## config.mk

```make
export PLATFORM = sky130hd
export DESIGN_NAME = ps2_host_tx
export DESIGN_NICKNAME = d
export VERILOG_FILES = /design/src/rtl/ps2_pkg.sv /design/src/rtl/ps2_line_sync.sv /design/src/rtl/ps2_host_tx.sv
export SDC_FILE = /design/constraint.sdc
export NUM_CORES = 1
export LEC_CHECK = 0
export CAP_MARGIN = 20
export CORE_MARGIN = 4
export CORE_UTILIZATION = 45
export DETAILED_ROUTE_END_ITERATION = 10
export DONT_BUFFER_PORTS = 1
export SLEW_MARGIN = 20
export SYNTH_ARGS = -nofsm -noshare
export SYNTH_HDL_FRONTEND = slang
export SYNTH_SLANG_ARGS = --single-unit
export TNS_END_PERCENT = 10
```

## constraint.sdc

```tcl
create_clock -name CLOCK_50 -period 2.4 [get_ports CLOCK_50]
set_clock_uncertainty 0.1 [all_clocks]
set_input_delay 0.48 -clock CLOCK_50 [delete_from_list [all_inputs] [get_ports CLOCK_50]]
set_output_delay 0.48 -clock CLOCK_50 [all_outputs]
set_load 0.02 [all_outputs]
```

## src/rtl/ps2_pkg.sv

```systemverilog
// Shared PS/2 definitions: transmitter states, register offsets and STATUS bit positions.
package ps2_pkg;

  typedef enum logic [2:0] {
    IDLE,
    INHIBIT,
    BITS,
    STOP,
    ACK,
    WAIT_IDLE
  } tx_state_t;

  localparam int REG_TXDATA = 0;
  localparam int REG_STATUS = 1;

  localparam int STAT_BUSY = 0;
  localparam int STAT_DONE = 1;
  localparam int STAT_ERR  = 2;
  localparam int STAT_OVR  = 3;

  function automatic logic odd_parity(input logic [7:0] b);
    return ~^b;
  endfunction

endpackage

```

## src/rtl/ps2_line_sync.sv

```systemverilog
// Conditions one raw PS/2 pin: 2-FF synchronizer, 4-sample majority filter with hold on ties,
// and a one-cycle pulse on each filtered falling edge.
module ps2_line_sync (
  input  logic CLOCK_50,
  input  logic reset,
  input  logic pin,
  output logic filt,
  output logic fall
);

  logic       s1, s2;
  logic [2:0] hist;
  logic       filt_prev;
  logic [2:0] ones;

  assign ones = 3'(hist[0]) + 3'(hist[1]) + 3'(hist[2]) + 3'(s2);

  always_ff @(posedge CLOCK_50 or negedge reset) begin
    if (!reset) begin
      s1        <= 1'b1;
      s2        <= 1'b1;
      hist      <= 3'b111;
      filt      <= 1'b1;
      filt_prev <= 1'b1;
    end else begin
      s1        <= pin;
      s2        <= s1;
      hist      <= {hist[1:0], s2};
      filt_prev <= filt;
      // a 2/2 split keeps the previous level so a single glitch cannot toggle the output
      if (ones >= 3'd3)
        filt <= 1'b1;
      else if (ones <= 3'd1)
        filt <= 1'b0;
    end
  end

  assign fall = filt_prev & ~filt;

endmodule

```

## src/rtl/ps2_host_tx.sv

```systemverilog
// Host-to-device PS/2 transmitter: bus-written command byte is sent with inhibit,
// request-to-send, 8 data bits, odd parity, stop and ack check; irq on completion.
//
// state     | meaning
// IDLE      | lines released, waiting for a TXDATA write
// INHIBIT   | clock held low for INHIBIT_CYCLES
// BITS      | start bit driven; data bits 0..7 then parity placed on device clock falls
// STOP      | release data on next fall (stop bit = 1)
// ACK       | sample device ack on next fall
// WAIT_IDLE | wait for both lines high, then report done
module ps2_host_tx
  import ps2_pkg::*;
#(
  parameter logic [15:0] BASE_ADDR      = 16'hFF10,
  parameter int          INHIBIT_CYCLES = 5000,
  parameter int          TIMEOUT_CYCLES = 750000
) (
  input  logic        CLOCK_50,
  input  logic        reset,
  input  logic [15:0] waddr,
  input  logic [15:0] wdata,
  input  logic        wenable,
  input  logic [15:0] raddr,
  output logic [15:0] rdata,
  output logic        irq,
  input  logic        reset_irq,
  input  logic        ps2_clk_in,
  input  logic        ps2_dat_in,
  output logic        ps2_clk_oe,
  output logic        ps2_dat_oe
);

  localparam int CW = $clog2(TIMEOUT_CYCLES + 1);
  localparam logic [CW-1:0] INH_LAST = CW'(INHIBIT_CYCLES - 1);
  localparam logic [CW-1:0] TO_LAST  = CW'(TIMEOUT_CYCLES - 1);

  tx_state_t     state, state_n;
  logic [7:0]    tx_byte, tx_byte_n;
  logic          parity, parity_n;
  logic [3:0]    bit_idx, bit_idx_n;
  logic [CW-1:0] cnt, cnt_n;
  logic          clk_oe_n, dat_oe_n;
  logic          busy, busy_n;
  logic          done, done_n;
  logic          err, err_n;
  logic          ovr, ovr_n;
  logic          irq_n;
  logic          complete;
  logic          wr_tx;
  logic          cur_bit;
  logic          in_xfer;
  logic          clk_filt, clk_fall;
  logic          dat_filt;
  logic          unused_dat_fall;
  logic          unused_wdata;
  logic [3:0]    status;

  ps2_line_sync u_clk_sync (
    .CLOCK_50 (CLOCK_50),
    .reset    (reset),
    .pin      (ps2_clk_in),
    .filt     (clk_filt),
    .fall     (clk_fall)
  );

  ps2_line_sync u_dat_sync (
    .CLOCK_50 (CLOCK_50),
    .reset    (reset),
    .pin      (ps2_dat_in),
    .filt     (dat_filt),
    .fall     (unused_dat_fall)
  );

  assign unused_wdata = ^wdata[15:8];

  assign wr_tx   = wenable && (waddr == BASE_ADDR + 16'(REG_TXDATA));
  assign cur_bit = bit_idx[3] ? parity : tx_byte[bit_idx[2:0]];
  assign in_xfer = (state == BITS) || (state == STOP) || (state == ACK) || (state == WAIT_IDLE);

  always_ff @(posedge CLOCK_50 or negedge reset) begin
    if (!reset) begin
      state      <= IDLE;
      tx_byte    <= '0;
      parity     <= 1'b0;
      bit_idx    <= '0;
      cnt        <= '0;
      ps2_clk_oe <= 1'b0;
      ps2_dat_oe <= 1'b0;
      busy       <= 1'b0;
      done       <= 1'b0;
      err        <= 1'b0;
      ovr        <= 1'b0;
      irq        <= 1'b0;
    end else begin
      state      <= state_n;
      tx_byte    <= tx_byte_n;
      parity     <= parity_n;
      bit_idx    <= bit_idx_n;
      cnt        <= cnt_n;
      ps2_clk_oe <= clk_oe_n;
      ps2_dat_oe <= dat_oe_n;
      busy       <= busy_n;
      done       <= done_n;
      err        <= err_n;
      ovr        <= ovr_n;
      irq        <= irq_n;
    end
  end

  always_comb begin
    state_n   = state;
    tx_byte_n = tx_byte;
    parity_n  = parity;
    bit_idx_n = bit_idx;
    cnt_n     = cnt;
    clk_oe_n  = ps2_clk_oe;
    dat_oe_n  = ps2_dat_oe;
    busy_n    = busy;
    done_n    = done;
    err_n     = err;
    ovr_n     = ovr;
    complete  = 1'b0;

    case (state)
      IDLE: begin
        clk_oe_n = 1'b0;
        dat_oe_n = 1'b0;
        if (wr_tx) begin
          tx_byte_n = wdata[7:0];
          parity_n  = odd_parity(wdata[7:0]);
          done_n    = 1'b0;
          err_n     = 1'b0;
          ovr_n     = 1'b0;
          busy_n    = 1'b1;
          cnt_n     = '0;
          clk_oe_n  = 1'b1;
          state_n   = INHIBIT;
        end
      end
      INHIBIT: begin
        clk_oe_n = 1'b1;
        dat_oe_n = 1'b0;
        cnt_n    = cnt + 1'b1;
        if (cnt >= INH_LAST) begin
          clk_oe_n  = 1'b0;
          dat_oe_n  = 1'b1;
          cnt_n     = '0;
          bit_idx_n = '0;
          state_n   = BITS;
        end
      end
      BITS: begin
        clk_oe_n = 1'b0;
        cnt_n    = cnt + 1'b1;
        if (clk_fall) begin
          dat_oe_n = ~cur_bit;
          if (bit_idx == 4'd8)
            state_n = STOP;
          else
            bit_idx_n = bit_idx + 1'b1;
        end
      end
      STOP: begin
        clk_oe_n = 1'b0;
        cnt_n    = cnt + 1'b1;
        if (clk_fall) begin
          dat_oe_n = 1'b0;
          state_n  = ACK;
        end
      end
      ACK: begin
        clk_oe_n = 1'b0;
        dat_oe_n = 1'b0;
        cnt_n    = cnt + 1'b1;
        if (clk_fall) begin
          err_n   = dat_filt;
          state_n = WAIT_IDLE;
        end
      end
      WAIT_IDLE: begin
        clk_oe_n = 1'b0;
        dat_oe_n = 1'b0;
        cnt_n    = cnt + 1'b1;
        if (clk_filt && dat_filt) begin
          busy_n   = 1'b0;
          done_n   = 1'b1;
          complete = 1'b1;
          state_n  = IDLE;
        end
      end
      default: begin
        clk_oe_n = 1'b0;
        dat_oe_n = 1'b0;
        state_n  = IDLE;
      end
    endcase

    // a silent or stuck device must not hold the lines or the bus forever
    if (in_xfer && (cnt >= TO_LAST)) begin
      clk_oe_n = 1'b0;
      dat_oe_n = 1'b0;
      err_n    = 1'b1;
      done_n   = 1'b1;
      busy_n   = 1'b0;
      complete = 1'b1;
      state_n  = IDLE;
    end

    if (wr_tx && busy)
      ovr_n = 1'b1;

    irq_n = irq;
    if (reset_irq)
      irq_n = 1'b0;
    if (complete)
      irq_n = 1'b1;
  end

  always_comb begin
    status            = '0;
    status[STAT_BUSY] = busy;
    status[STAT_DONE] = done;
    status[STAT_ERR]  = err;
    status[STAT_OVR]  = ovr;
  end

  assign rdata = (raddr == BASE_ADDR + 16'(REG_STATUS)) ? {12'b0, status} : 16'h0000;

endmodule
```

==> run_results.csv, run 1 <==
group,metric,value,unit
outcome,outcome,"completed",
worst_setup_path,critPathCaptureType,"register",
power_and_ir_drop,power_leakage,1.49,nW
final_layout,finalInstanceArea,3570,um2
logic_synthesis,synth_area,3340,um2
clocking,ctsRootBufferMaster,"clkbuf_8",
timing,drv_slew,0,
worst_setup_path,r2r-start,"cnt[0]",
worst_setup_path,reg2reg_slack,0.16,ns
worst_setup_path,critPathTopFamily,"compound AO/OA/AOI/OAI gates",
logic_synthesis,ys_types,61,
clocking,clk_pin_slew_worst_paths,0.10,ns
clocking,insertion_delay,0.31,ns
logic_synthesis,yosysTopAreaCell,"dfrtp_1",
drt,vias,2538,
floorplanning,fp.dieW,94.2,um
logic_synthesis,ys.flop_type,"dfrtp_1",
clocking,tritoncts,"built",
hold_path,hp-class,"primary input to register",
timing,fin_ws,0.159,ns
logic_synthesis,synthAdderAreaFrac,0.0531,
logic_synthesis,yosys.area_share.simple,0.213,
placement,routabilityCongestion,0.804,
clocking,cts_buffers,5,
floorplanning,rows,31,
clocking,cts_resized,0,
worst_setup_path,crit_chain,"ha_1, a311o_1, o2111ai_1, a31o_2, nor3_1, or4_1",
worst_setup_path,r2r-end,"err",
floorplanning,die_area,8880,um2
flow_run,maxCapViolCount,0,
final_layout,drive_above_1_share,0.158,
hold_path,hold_end,"u_dat_sync.s1",
clocking,clk_path_buf_depth,2,
logic_synthesis,yosys_warnings,0,
logic_synthesis,synth_xor_area_frac,0.0236,
floorplanning,die_y,94.2,um
final_layout,fin_util,0.493,
final_layout,diodes,0,
timing,setup_viol,0,
worst_setup_path,critical_path_class,"register to register",
global_route,grt_pass1_wl,11300,um
drt,ant_nets,0,
floorplanning,pin_count,73,
logic_synthesis,yosys-mux-area-fraction,0.0438,
drt,finalWirelength,6820,um
worst_setup_path,worst-path-buf-inv,0,
clocking,h-tree-depth,2,
final_layout,instances_no_fill,447,
global_route,grt_overflow_total,0,
final_layout,layout.nets,414,
logic_synthesis,syn_inst,339,
worst_setup_path,cp_max_fo,7,
timing,finalCriticalPeriod,2.24,ns
logic_synthesis,synth_area_leaders,"dfrtp_1 (32%), dfstp_2 (10%), ha_1 (4.1%)",
timing,rsz0062_at_grt,"no",
placement,dpl_worst_slack,0.0738,ns
final_layout,areaGrowthSynthToFinish,6.88,%
drt,post_drt_wl_per_cell,15.3,um
global_route,grt_use_total,0.159,
worst_setup_path,worstRegToRegCells,6,
worst_setup_path,cp_slowest_stage_delay,0.50,ns
logic_synthesis,ys_seq_area_frac,0.424,
placement,dp_hpwl,4960,um
timing,hold_viol_final,0,
logic_synthesis,ys_ff_latch,56,
global_route,grt_max_degree,57,
hold_path,hold-path-cell-count,0,
timing,fin_crit_sh,0.934,
power_and_ir_drop,power,2.40,mW
logic_synthesis,async_flop_share,1.00,
logic_synthesis,synth_top_family_by_area,"simple AND/OR/NAND/NOR gates",
global_route,antenna_found_initial,0,
timing,tns,0,ns
clocking,cts_sinks,56,
power_and_ir_drop,vdd_drop_max,0.000486,V
logic_synthesis,synth_compound_area_frac,0.169,
logic_synthesis,syn_avg_cell_area,9.87,um2
hold_path,hp-start,"ps2_dat_in",
placement,place_inst,435,
worst_setup_path,crit_arrival,2.33,ns
drt,drt_iter0_drc,70,
floorplanning,core,7250,um2
placement,portBuffers,0,
drt,firstDrtPassIters,4,
placement,placed_cell_area,3430,um2
worst_setup_path,slowest_stage,"or4_1",
drt,vias_per_cell,5.68,
logic_synthesis,synth_top_area_share,0.322,
power_and_ir_drop,power_density,673,nW/um2
timing,timing.hold.ws,0.0624,ns
global_route,grt_pass1_vias,2495,
timing,max_clock_freq,446,MHz
worst_setup_path,crit_required,2.49,ns
worst_setup_path,start_kind,"register",
drt,drc_errors,0,
floorplanning,start_util,0.461,
logic_synthesis,synth-edff-count,0,
## metal layers
layer  up-vias  wire (um)  global-route usage
li1       1240          -                   -
met1      1234       2920               0.194
met2        57       3490               0.279
met3         7        344              0.0345
met4         0         61              0.0457
met5         -          0                   0
## cells by family after synthesis
| kind of cell | count (synthesis) |
|---|---|
| adder cells (fa/ha/maj) | 13 |
| other | 1 |
| multiplexers | 11 |
| XOR/XNOR | 9 |
| AND/OR/NAND/NOR | 118 |
| AO/OA/AOI/OAI | 84 |
| flip-flops | 56 |
| buffers and inverters | 47 |
## cell usage after synthesis (5+ instances only)
master,count
o21ai_0,10
buf_4,14
nor3_1,5
nor2_1,18
nand4_1,9
ha_1,11
nand3_1,15
o31ai_1,13
a21oi_1,26
xnor2_1,6
nand2b_1,5
dfrtp_1,43
clkbuf_1,6
mux2_1,5
nand2_1,20
inv_1,22
a31oi_1,5
dfstp_2,13
or4_1,13
## power by group
| group | switching, mW | internal, mW |
|---|---|---|
| combinational | 0.381 | 0.282 |
| clock | 0.307 | 0.208 |
| sequential | 0.146 | 1.08 |
## layout by cell type, fill, tap and decap left out, types with 11 or more instances in the layout
cell type / synthesis / final
inv_1: 22 / 22
ha_1: 11 / 11
nand3_1: 15 / 15
nor2_1: 18 / 18
dfrtp_1: 43 / 43
a21oi_1: 26 / 26
o31ai_1: 13 / 13
nand2_1: 20 / 20
buf_4: 14 / 13
dfstp_2: 13 / 13
conb_1: 1 / 12
or4_1: 13 / 13
## how the worst max path moves through the flow
| stage | from | end | slack, ns | depth (start not counted) |
|---|---|---|---|---|
| floorplan | cnt[0] | err | 0.33 | 6 |
| global placement | cnt[0] | cnt[10] | 0.15 | 6 |
| CTS | cnt[0] | cnt[14] | 0.08 | 6 |
| finish | cnt[0] | err | 0.16 | 6 |
| global route | cnt[0] | err | 0.03 | 6 |
| detailed placement | cnt[0] | cnt[17] | 0.07 | 6 |
## layout make-up
class,count,area (um2)
Inverter,22,82.6
Clock inverter,2,16.3
Timing Repair Buffer,15,135
Fill cell,680,3680
Tap cell,99,124
Multi-Input combinational cell,247,1730
Clock buffer,6,72.6
Sequential cell,56,1420
## registers in the layout, summed over array words and instances, names as in the netlist, 3 cells and up
name             flops
u_dat_sync.hist      3
bit_idx              4
u_clk_sync.hist      3
state                3
tx_byte              8
cnt                 20
## timing repair
item | in CTS | in global routing
setup buffers | 0 | 2
hold buffers | 2 | 0
setup endpoints to repair | 0 | 16
endpoints found under the hold margin | 56 | 0
(Power assumes the default switching activity.)
==> inputs of run 2 (changes only) <==
SLEW_MARGIN = 15   (was 20)
SYNTH_HIERARCHICAL = 1   (was not set)
==> run 2 against run 1 <==
Non-clock buffer count up 4. Synthesized cell count up 1.5%. Final cell count grew 1.3%. Critical path type unchanged. Maximum frequency up 3.6%. Clock-buffer cell count decreased by 1. Routed wire length is 3.4% higher. Sequential cell count did not move. Critical endpoint is now cnt[7]. Largest cell class unchanged. Die area rose by 1.4%.
==> run_results.csv, run 2 <==
group,metric,value,unit
final_layout,diodes,0,
clocking,clk_pin_slew_worst_paths,0.12,ns
final_layout,drive_above_1_share,0.206,
placement,dp_hpwl,5100,um
drt,vias_per_cell,5.81,
placement,portBuffers,0,
power_and_ir_drop,power_leakage,1.53,nW
timing,max-slew-margin-rel,0.657,
power_and_ir_drop,vdd_drop_max,0.000320,V
timing,tns,0,ns
power_and_ir_drop,power_density,690,nW/um2
worst_setup_path,reg2reg_slack,0.24,ns
logic_synthesis,synth_area,3390,um2
worst_setup_path,cp_max_fo,17,
drt,vias,2631,
timing,setup_viol,0,
drt,drt_iter0_drc,147,
timing,fin_crit_sh,0.902,
floorplanning,rows,31,
floorplanning,die_y,94.9,um
placement,dpl_worst_slack,0.0896,ns
clocking,cts_buffers,5,
clocking,clk_path_buf_depth,2,
global_route,grt_use_total,0.165,
timing,finalCriticalPeriod,2.16,ns
flow_run,maxCapViolCount,0,
worst_setup_path,critical_path_class,"register to register",
final_layout,largest_reg_flops,20,
logic_synthesis,yosys_warnings,6,
final_layout,regMostFlops,"cnt",
drt,post_drt_wl_per_cell,15.6,um
floorplanning,core,7290,um2
final_layout,layout.nets,420,
worst_setup_path,start_kind,"register",
clocking,insertion_delay,0.32,ns
global_route,grt_pass1_vias,2422,
worst_setup_path,crit_arrival,2.30,ns
logic_synthesis,syn_avg_cell_area,9.87,um2
drt,drc_errors,0,
clocking,tritoncts,"built",
final_layout,top_regs,"cnt: 20 flops, tx_byte: 8 flops, bit_idx: 4 flops",
drt,firstDrtPassIters,8,
floorplanning,pin_count,73,
drt,ant_nets,0,
timing,rsz0062_at_grt,"no",
global_route,antenna_found_initial,0,
global_route,grt_pass1_wl,11600,um
timing,max_clock_freq,462,MHz
timing,max_slew.worst_pin.slew,0.510,ns
worst_setup_path,critPathCaptureType,"register",
final_layout,layout_commonest_cell,"dfrtp_1",
clocking,h-tree-depth,2,
clocking,ctsRootBufferMaster,"clkbuf_8",
timing,fin_ws,0.235,ns
floorplanning,start_util,0.466,
worst_setup_path,crit_required,2.53,ns
placement,routabilityCongestion,0.878,
global_route,grt_max_degree,57,
hold_path,hp-class,"primary input to register",
floorplanning,fp.dieW,94.9,um
timing,drv_slew,0,
outcome,outcome,"completed",
drt,finalWirelength,7050,um
final_layout,areaGrowthSynthToFinish,8.22,%
clocking,cts_sinks,56,
global_route,grt_overflow_total,0,
final_layout,final_cell_mix,"dfrtp_1 (43), a21oi_1 (26), nand2_1 (22)",
floorplanning,die_area,9000,um2
logic_synthesis,syn_inst,344,
timing,hold_viol_final,0,
run 2: per-layer routing:
metal | track usage | wire length (um)
met1 | 0.221 | 3150
met2 | 0.270 | 3300
met3 | 0.0255 | 493
met4 | 0.0577 | 101
met5 | 0 | 0
run 2: layout make-up:
type / instances / area, um2
Inverter: 21 / 78.8
Clock inverter: 3 / 27.5
Timing Repair Buffer: 19 / 178
Clock buffer: 5 / 68.8
Multi-Input combinational cell: 250 / 1780
Fill cell: 696 / 3620
Sequential cell: 56 / 1420
Tap cell: 99 / 124
run 2: power by group:
part | switching (mW) | leakage (nW) | total (mW) | internal, mW
Sequential | 0.147 | 0.713 | 1.22 | 1.07
Clock | 0.344 | 0.0463 | 0.559 | 0.215
Combinational | 0.438 | 0.767 | 0.756 | 0.318
Total | 0.929 | 1.53 | 2.53 | 1.60
run 2: path summary, 6_finish.rpt:
| check | end | from | cells after the start |
|---|---|---|---|
| max in group asynchronous | u_dat_sync/hist[0] | reset | 2 |
| hold / removal | u_dat_sync/s1 | ps2_dat_in | 0 |
| setup / recovery | cnt[7] | cnt[0] | 7 |
| setup reg to reg | cnt[7] | cnt[0] | 7 |
| min in group asynchronous | cnt[13] | reset | 2 |
| hold reg to reg | u_clk_sync/s2 | u_clk_sync/s1 | 0 |
run 2: per-stage QoR:
step | instance area [um2] | power, mW | utilization | hold slack, ns | cells
finish | 3670 | 2.53 | 0.504 | 0.0539 | 453
global route | 3670 | 2.69 | 0.504 | 0.0252 | 453
CTS | 3660 | 2.55 | 0.503 | 0.0386 | 453
detailed placement | 3530 | 1.95 | 0.484 | 0.0863 | 443
global placement | 3530 | 1.93 | 0.484 | 0.0856 | 443
floorplan | 3440 | 1.74 | - | 0.0844 | 355
run 2: critical path, stage by stage (launching register included):
cell and delay (ns):
dfrtp_1 0.44, ha_1 0.25, a211oi_1 0.28, a211oi_2 0.15
o31ai_4 0.33, nor2_2 0.08, buf_12 0.17, nor4_1 0.27
run 2: repair_timing:
| action | 4_1_cts | 5_1_grt |
|---|---|---|
| hold buffers | 2 | 0 |
| gates resized for setup | 0 | 1 |
| setup buffers | 0 | 0 |
| endpoints found under the setup margin | 0 | 3 |
| hold endpoints to repair | 56 | 0 |
